--- config.mk ---
export PLATFORM = sky130hd
export DESIGN_NAME = fp_normalize_round
export DESIGN_NICKNAME = d
export VERILOG_FILES = /design/src/rtl/fp_normalize_round.sv
export SDC_FILE = /design/constraint.sdc
export NUM_CORES = 1
export LEC_CHECK = 0
export CAP_MARGIN = 25
export CORE_MARGIN = 5
export CORE_UTILIZATION = 58
export CTS_CLUSTER_SIZE = 12
export DETAILED_ROUTE_END_ITERATION = 8
export PLACE_DENSITY = 0.81
export REMOVE_ABC_BUFFERS = 1
export SKIP_LAST_GASP = 1
export SLEW_MARGIN = 5
export SYNTH_ARGS = -nofsm -noshare
export SYNTH_HDL_FRONTEND = slang
export SYNTH_SLANG_ARGS = --single-unit
export TNS_END_PERCENT = 20
--- constraint.sdc ---
create_clock -name clk -period 4.57 [get_ports clk]
set_input_delay 0.6855 -clock clk [delete_from_list [all_inputs] [get_ports clk]]
set_output_delay 0.6855 -clock clk [all_outputs]
set_load 0.02 [all_outputs]
--- src/rtl/fp_normalize_round.sv ---
// rtl/fp_normalize_round.sv - three-stage post-normalize, round-to-nearest-even and binary32 pack pipeline
module fp_normalize_round #(
  parameter bit ROUND_EN = 1'b1
) (
  input  logic        clk,
  input  logic        rst_n,
  input  logic        in_valid,
  output logic        in_ready,
  input  logic        in_sign,
  input  logic [7:0]  in_exp,
  input  logic [24:0] in_mant,
  input  logic        in_guard,
  input  logic        in_sticky,
  output logic        out_valid,
  input  logic        out_ready,
  output logic [31:0] out_result,
  output logic        out_overflow,
  output logic        out_underflow,
  output logic        out_inexact
);

  typedef enum logic [1:0] {CLS_NORM, CLS_CARRY, CLS_ZERO, CLS_SPECIAL} cls_e;

  // stage 1 registers
  logic        r1_valid, r1_sign, r1_guard, r1_sticky;
  logic [7:0]  r1_exp;
  logic [24:0] r1_mant;
  logic [4:0]  r1_lz;
  cls_e        r1_cls;
  // stage 2 registers
  logic        r2_valid, r2_sign, r2_g, r2_s;
  logic [23:0] r2_m;
  logic signed [9:0] r2_e;
  cls_e        r2_cls;
  // stage 3 registers (drive the outputs directly)
  logic        r3_valid, r3_ovf, r3_unf, r3_inx;
  logic [31:0] r3_result;

  logic        w_rdy1, w_rdy2, w_rdy3;
  logic [4:0]  w_lz;
  cls_e        w_cls;
  logic [24:0] w_sh;
  logic [23:0] w_m2;
  logic        w_g2, w_s2;
  logic signed [9:0] w_e2;
  logic        w_inc;
  logic [24:0] w_sum;
  logic [23:0] w_m3;
  logic signed [9:0] w_e3;
  logic [31:0] w_res3;
  logic        w_ovf3, w_unf3, w_inx3;

  // A stage accepts when it is empty or its contents move on this cycle.
  assign w_rdy3   = !r3_valid | out_ready;
  assign w_rdy2   = !r2_valid | w_rdy3;
  assign w_rdy1   = !r1_valid | w_rdy2;
  assign in_ready = w_rdy1;

  // Leading-zero count of the hidden bit and fraction; 24 when all clear.
  always_comb begin
    w_lz = 5'd24;
    for (int i = 0; i < 24; i++) begin
      if (in_mant[i]) w_lz = 5'(23 - i);
    end
  end

  // Classify the incoming word; special exponents win over everything else.
  always_comb begin
    w_cls = CLS_NORM;
    if (in_exp == 8'hFF)                                   w_cls = CLS_SPECIAL;
    else if (in_mant[24])                                  w_cls = CLS_CARRY;
    else if (in_mant == 25'd0 && !in_guard && !in_sticky)  w_cls = CLS_ZERO;
  end

  // Stage 1: capture the raw sum together with its class and lz.
  always_ff @(posedge clk or negedge rst_n) begin
    if (!rst_n) begin
      r1_valid <= 1'b0; r1_sign <= 1'b0; r1_guard <= 1'b0; r1_sticky <= 1'b0;
      r1_exp <= '0; r1_mant <= '0; r1_lz <= '0; r1_cls <= CLS_NORM;
    end else if (w_rdy1) begin
      r1_valid <= in_valid;
      if (in_valid) begin
        r1_sign <= in_sign; r1_guard <= in_guard; r1_sticky <= in_sticky;
        r1_exp <= in_exp; r1_mant <= in_mant; r1_lz <= w_lz; r1_cls <= w_cls;
      end
    end
  end

  assign w_sh = {r1_mant[23:0], r1_guard} << r1_lz;

  // Renormalize: right by one on carry-out, left by lz on cancellation.
  always_comb begin
    w_m2 = '0;
    w_g2 = 1'b0;
    w_s2 = 1'b0;
    w_e2 = '0;
    case (r1_cls)
      CLS_CARRY: begin
        w_m2 = r1_mant[24:1];
        w_g2 = r1_mant[0];
        w_s2 = r1_guard | r1_sticky;
        w_e2 = $signed({2'b00, r1_exp}) + 10'sd1;
      end
      CLS_NORM: begin
        w_m2 = w_sh[24:1];
        w_g2 = w_sh[0];
        w_s2 = r1_sticky;
        w_e2 = $signed({2'b00, r1_exp}) - $signed({5'b00000, r1_lz});
      end
      CLS_SPECIAL: w_m2 = {1'b0, r1_mant[22:0]};
      default: w_m2 = '0;
    endcase
  end

  // Stage 2: hold the normalized mantissa, round bits and signed exponent.
  always_ff @(posedge clk or negedge rst_n) begin
    if (!rst_n) begin
      r2_valid <= 1'b0; r2_sign <= 1'b0; r2_g <= 1'b0; r2_s <= 1'b0;
      r2_m <= '0; r2_e <= '0; r2_cls <= CLS_NORM;
    end else if (w_rdy2) begin
      r2_valid <= r1_valid;
      if (r1_valid) begin
        r2_sign <= r1_sign; r2_g <= w_g2; r2_s <= w_s2;
        r2_m <= w_m2; r2_e <= w_e2; r2_cls <= r1_cls;
      end
    end
  end

  assign w_inc = ROUND_EN & r2_g & (r2_s | r2_m[0]);
  assign w_sum = {1'b0, r2_m} + {24'd0, w_inc};
  assign w_m3  = w_sum[24] ? 24'h800000 : w_sum[23:0];
  assign w_e3  = w_sum[24] ? r2_e + 10'sd1 : r2_e;

  // Pack the rounded result; specials and zeros bypass range checks.
  always_comb begin
    w_res3 = {r2_sign, 31'd0};
    w_ovf3 = 1'b0;
    w_unf3 = 1'b0;
    w_inx3 = 1'b0;
    if (r2_cls == CLS_SPECIAL) begin
      w_res3 = {r2_sign, 8'hFF, r2_m[22:0]};
    end else if (r2_cls == CLS_ZERO) begin
      w_res3 = {r2_sign, 31'd0};
    end else if (w_e3 <= 10'sd0) begin
      w_unf3 = 1'b1;
      w_inx3 = 1'b1;
    end else if (w_e3 >= 10'sd255) begin
      w_res3 = {r2_sign, 8'hFF, 23'd0};
      w_ovf3 = 1'b1;
      w_inx3 = 1'b1;
    end else begin
      w_res3 = {r2_sign, w_e3[7:0], w_m3[22:0]};
      w_inx3 = r2_g | r2_s;
    end
  end

  // Stage 3: result and flags, held while downstream stalls.
  always_ff @(posedge clk or negedge rst_n) begin
    if (!rst_n) begin
      r3_valid <= 1'b0; r3_result <= '0;
      r3_ovf <= 1'b0; r3_unf <= 1'b0; r3_inx <= 1'b0;
    end else if (w_rdy3) begin
      r3_valid <= r2_valid;
      if (r2_valid) begin
        r3_result <= w_res3;
        r3_ovf <= w_ovf3; r3_unf <= w_unf3; r3_inx <= w_inx3;
      end
    end
  end

  assign out_valid     = r3_valid;
  assign out_result    = r3_result;
  assign out_overflow  = r3_ovf;
  assign out_underflow = r3_unf;
  assign out_inexact   = r3_inx;

endmodule

# == After elaboration in Yosys (flattened, before gate mapping) ==
# Cells that the tools add are included.
# op_classes
add_sub_neg,4
magnitude_cmp,2
eq_ne,5
n_shift,1
n_mux,48
bitwise,7
n_reduce_logical,12
# op_table
cell,n
two-way mux 31 bit,4
two-way mux 5 bit,19
case mux 24 bit (3 select lines),1
adder 24 x 1 -> 25 bit,1
logical NOT 25 bit,1
left shift 25 x 5 -> 25 bit,1
two-way mux 23 bit,1
two-way mux 4 bit,5
case mux 10 bit (2 select lines),1
two-way mux 1 bit,11
adder 10 x 2 -> 10 bit (second input constant),1
greater-or-equal comparator 10 x 9 -> 1 bit (second input constant),1
<= comparator 10 x 1 -> 1 bit (second input constant),1
two-way mux 10 bit,1
adder 8 x 1 -> 9 bit (second input constant),1
subtractor 8 x 5 -> 9 bit,1
== test 8 bit (second input constant),1
== test 2 bit (second input constant),3
two-way mux 2 bit,3
bitwise OR 1 bit,6
AND reduction 2 bit,3
logical NOT 1 bit,5
case mux 1 bit (2 select lines),2
== test 2 x 1 -> 1 bit (second input constant),1
3 further kinds,4
# word_totals
reg_bits,120
input_bits,40
out_inout_bits,37

# == Depth between registers and ports, before layout ==
# logic_depth
ltp_word,24
ltp_mapped,13
ltp_nobuf,11

# == Worst setup path after synthesis ==
# OpenSTA, ideal clock, no wires.
# synth_path
kind,register -> register
from,reg r2_m[0]
to,reg r3_result[12] (netlist: out_result[12])
setup_ns,0.126
arrival_ns,3.082
required_ns,4.444
path_slack_ns,1.362
path_stages_with_launch,14
path_cell_list,dfrtp_1 > o21a_1 > ha_1 > ha_1 > and3_1 > nand3_1 > or4_4 > or3_1 > a221o_1 > and3_1 > buf_6 > buf_6 > a32oi_1 > o21ai_1
# synth_via
elab_chain_len,9
elab_cells_between_ends,11
cone_classes,add/sub: 1; order compare: 2; mux: 6; bitwise: 2
# synth_lines
item,line,source
from (decl),32,logic [23:0] r2_m;
from (signal assigned),124,r2_m <= w_m2; r2_e <= w_e2; r2_cls <= r1_cls;
bitwise OR 1 bit,129,assign w_inc = ROUND_EN & r2_g & (r2_s | r2_m[0]);
bitwise AND 1 bit,129,
adder 24 x 1 -> 25 bit (*),130,"assign w_sum = {1'b0, r2_m} + {24'd0, w_inc};"
two-way mux 10 bit,132,assign w_e3 = w_sum[24] ? r2_e + 10'sd1 : r2_e;
greater-or-equal comparator 10 x 9 -> 1 bit,147,end else if (w_e3 >= 10'sd255) begin
two-way mux 31 bit,147,
two-way mux 31 bit (*),144,end else if (w_e3 <= 10'sd0) begin
two-way mux 31 bit (*),142,end else if (r2_cls == CLS_ZERO) begin
two-way mux 31 bit (*),140,if (r2_cls == CLS_SPECIAL) begin
to (signal assigned),165,r3_result <= w_res3;
to (decl),37,logic [31:0] r3_result;
# Every way passes the cells marked *; elsewhere a longest branch is shown, timed or not.
# A chain may end at the register's enable or synchronous reset.

# == Worst setup path in the final report ==
# layout_path
from,reg r2_m[12]
to,reg r3_result[1] (netlist: out_result[1])
# layout_via
elab_chain_len,7
elab_cells_between_ends,9
cone_classes,add/sub: 1; order compare: 2; mux: 6
# layout_lines
item,line
adder 24 x 1 -> 25 bit (*),130
two-way mux 10 bit,132
greater-or-equal comparator 10 x 9 -> 1 bit,147
two-way mux 31 bit,147
two-way mux 31 bit (*),144
two-way mux 31 bit (*),142
two-way mux 31 bit (*),140
# Marked as above.

==> flow_summary.ini <==
[yosys]
synth_edf_count = 0
synth_flop_cell = dfrtp_1
synth.cell_area_sq_mm = 0.00765
synth-seq-cells = 120
async_reset_ff_frac = 1.00
postSynthCellCount = 833
synthesis.area_per_instance_sq_um = 9.18
ys_types = 66
ys_warn_count = 0
yosysSeqAreaShare = 0.393

[final_layout]
diodes = 0
drive_gt1_frac = 0.124
syn2layout_area_growth_pct = 19.9
num-nets-final = 941

[timing]
rsz0062_at_grt = no
fmax_mhz = 261
fin_crit_sh = 0.840
slew-limit-headroom = 0.376
worstMarginPinSlew_ns = 0.937
fin_skew_ns = 0.0155
finalWorstPathRequiredPeriod_ns = 3.84
final-setup-viol-count = 0
finalSetupTns_ns = 0
finalHoldViolations = 0
final_max_slew_viol_count = 0
hold_ws_ns = 0.136

[cts]
ctsHoldBuffers = 0
cts.clk_slew.worst_paths_ns = 0.05
cts-root-buf = clkbuf_16
cts_buffer_depth = 2
cts_setup_buffers = 0
cts_resized = 0
cts.htree.levels = 4
numClockSinks = 120
numCtsBuffers = 17
cts_tree = built
clock_latency_ns = 0.42

[routing]
drt_iter0_drc = 708
wire_per_inst_um = 19.6
routed_wl_mm = 21.2
final_antenna_net_count = 0
via_per_inst = 6.38
via_count = 6884
drc_errors = 0
dr.pass1.iters = 7

[placement]
port_buffers = 76
gp_congestion = 0.939
hpwl_mm = 15.4

[grt]
grt_usage = 0.274
gr-usage-met2 = 0.435
grt_pass1_vias = 6702
grt_pass1_wl_mm = 34.8
grt_busiest_layer = met2
met1_usage = 0.376
globalRoute.totalOverflow = 0
grt_max_degree = 62
grt_antenna_before_repair = 0
met3_usage = 0.0596

[pwr]
p_per_area_mw_per_mm2 = 488
ir_worst_vdd_uv = 315
p_leak_uw = 0.00367

[floorplan]
die_height_um = 125
die_x_um = 125
row_count = 42
core_sq_mm = 0.0131
io_pins = 77
die_area_sq_mm = 0.0156
start_util = 0.584

[setup_path]
critPathMaxStageDelay_ns = 0.78
path_class = register to register
cp_slowest_cell = or4_1
crit_chain = nand3_2 -> or4_1 -> or4_4 -> mux2i_1 -> a311oi_1 -> and3_1 -> a32oi_1 -> o21ai_0
cp_data_required_time_ns = 4.89
crit_path_end_kind = register
crit_family = simple AND/OR/NAND/NOR gates
critPathArrivalTime_ns = 4.16
crit_buf_inv = 0
path_max_fanout = 19
startpoint_type = register

[min_path]
hold_class = input pin to async pin

[outcome]
outcome = finished, final reports clean

[run]
max_cap_viol_count = 0
## state kept, by name (all words and copies together), names as in the netlist, 2 cells and up
name,cells
r1_lz,5
r1_cls,2
r1_exp,8
r2_m,24
r2_cls,2
r2_e,10
out_result,32
r1_mant,25
## routing by layer
layer,vias to the layer above,wire length [um],part of all wire
met1,3343,9470,0.45
met3,48,1230,0.058
met4,0,537,0.025
li1,3229,-,-
met2,264,9930,0.47
met5,-,0,0
## cells by family after synthesis
family          Yosys count  synth area share
compound gates          210             0.180
xor+xnor                 18            0.0206
fa+ha+maj                10            0.0173
buf+inv                  69            0.0363
flops                   120             0.393
mux                      97             0.159
simple gates            309             0.195
## synth_stat cells, drive strengths merged, types with 3 or more instances
cell	n	area, sq um
a31oi	8	50.1
nor2b	8	50.1
mux4	15	338
a21oi	40	204
o22a	3	26.3
nand4	10	68.8
dfrtp	120	3000
buf	12	63.8
nand2	107	402
o31ai	13	97.6
a22o	9	78.8
o21ai	68	340
nor2	66	248
and3	13	81.3
clkbuf	38	143
or4	7	56.3
a221oi	5	43.8
nor4	12	75.1
nor3	22	110
nor3b	11	82.6
xnor2	12	105
or3	4	25.0
a221o	10	100
mux2	43	484
a222oi	3	30.0
xor2	6	52.6
nand3	30	155
and2	6	37.5
a21o	5	37.5
nand2b	6	37.5
ha	9	113
a32oi	4	35.0
o31a	4	35.0
o21a	3	22.5
mux2i	39	390
a211oi	18	135
inv	18	67.6
## placed cells by master, fill, tap and decap left out, types with 18 or more instances in the layout
cell	count
a211oi_1	18
a21oi_1	39
clkdlybuf4s50_1	75
dfrtp_1	120
mux2_2	43
mux2i_1	39
nand2_1	106
nand3_1	29
nor2_1	66
nor3_1	22
o21ai_0	64
## per-stage QoR
| stage | utilization | setup slack [ns] | instance area [sq um] | power, uW | instances |
|---|---|---|---|---|---|
| 4_1_cts | 0.698 | 0.788 | 9140 | 4460 | 1078 |
| 2_1_floorplan | - | 1.30 | 7440 | 2450 | 783 |
| 3_5_place_dp | 0.651 | 0.861 | 8510 | 3040 | 1047 |
| 3_3_place_gp | 0.651 | 0.981 | 8510 | 3000 | 1047 |
| 6_report | 0.701 | 0.731 | 9170 | 4470 | 1079 |
| 5_1_grt | 0.701 | 0.538 | 9170 | 4710 | 1079 |
## worst register-to-register path, cell delays in order, from the launching register on
cell	delay (ns)
dfrtp_1	0.46
nand3_2	0.15
or4_1	0.78
or4_4	0.65
mux2i_1	0.17
a311oi_1	0.40
and3_1	0.68
a32oi_1	0.23
o21ai_0	0.24
## cell type report
cell class	instances	area (sq um)
fillers	1015	3920
clock inverters	6	111
multi-input cells	644	4370
clock buffers	25	515
inverters	19	71.3
repair buffers	89	876
well taps	176	220
flip-flops and latches	120	3000
## report_power, final
group,leakage [uW],internal (uW),total (uW),switching [uW]
Sequential,0.00147,1320,1650,336
Clock,0.000306,942,1410,468
Combinational,0.00190,671,1410,737
## path summary, 6_finish.rpt
| path | start | end | slack [ns] | cells after the start |
|---|---|---|---|---|
| worst min-delay path | rst_n | r1_exp[5] | 0.14 | 1 |
| max in group asynchronous | rst_n | out_result[10] | 3.39 | 2 |
| worst max-delay path | r2_m[12] | out_result[1] | 0.73 | 8 |
| min in group clk | out_underflow | out_underflow | 0.47 | 2 |
| worst max register to register | r2_m[12] | out_result[1] | 0.73 | 8 |
| worst min register to register | out_underflow | out_underflow | 0.47 | 2 |
No activity file was read; power rests on OpenSTA's default activity.
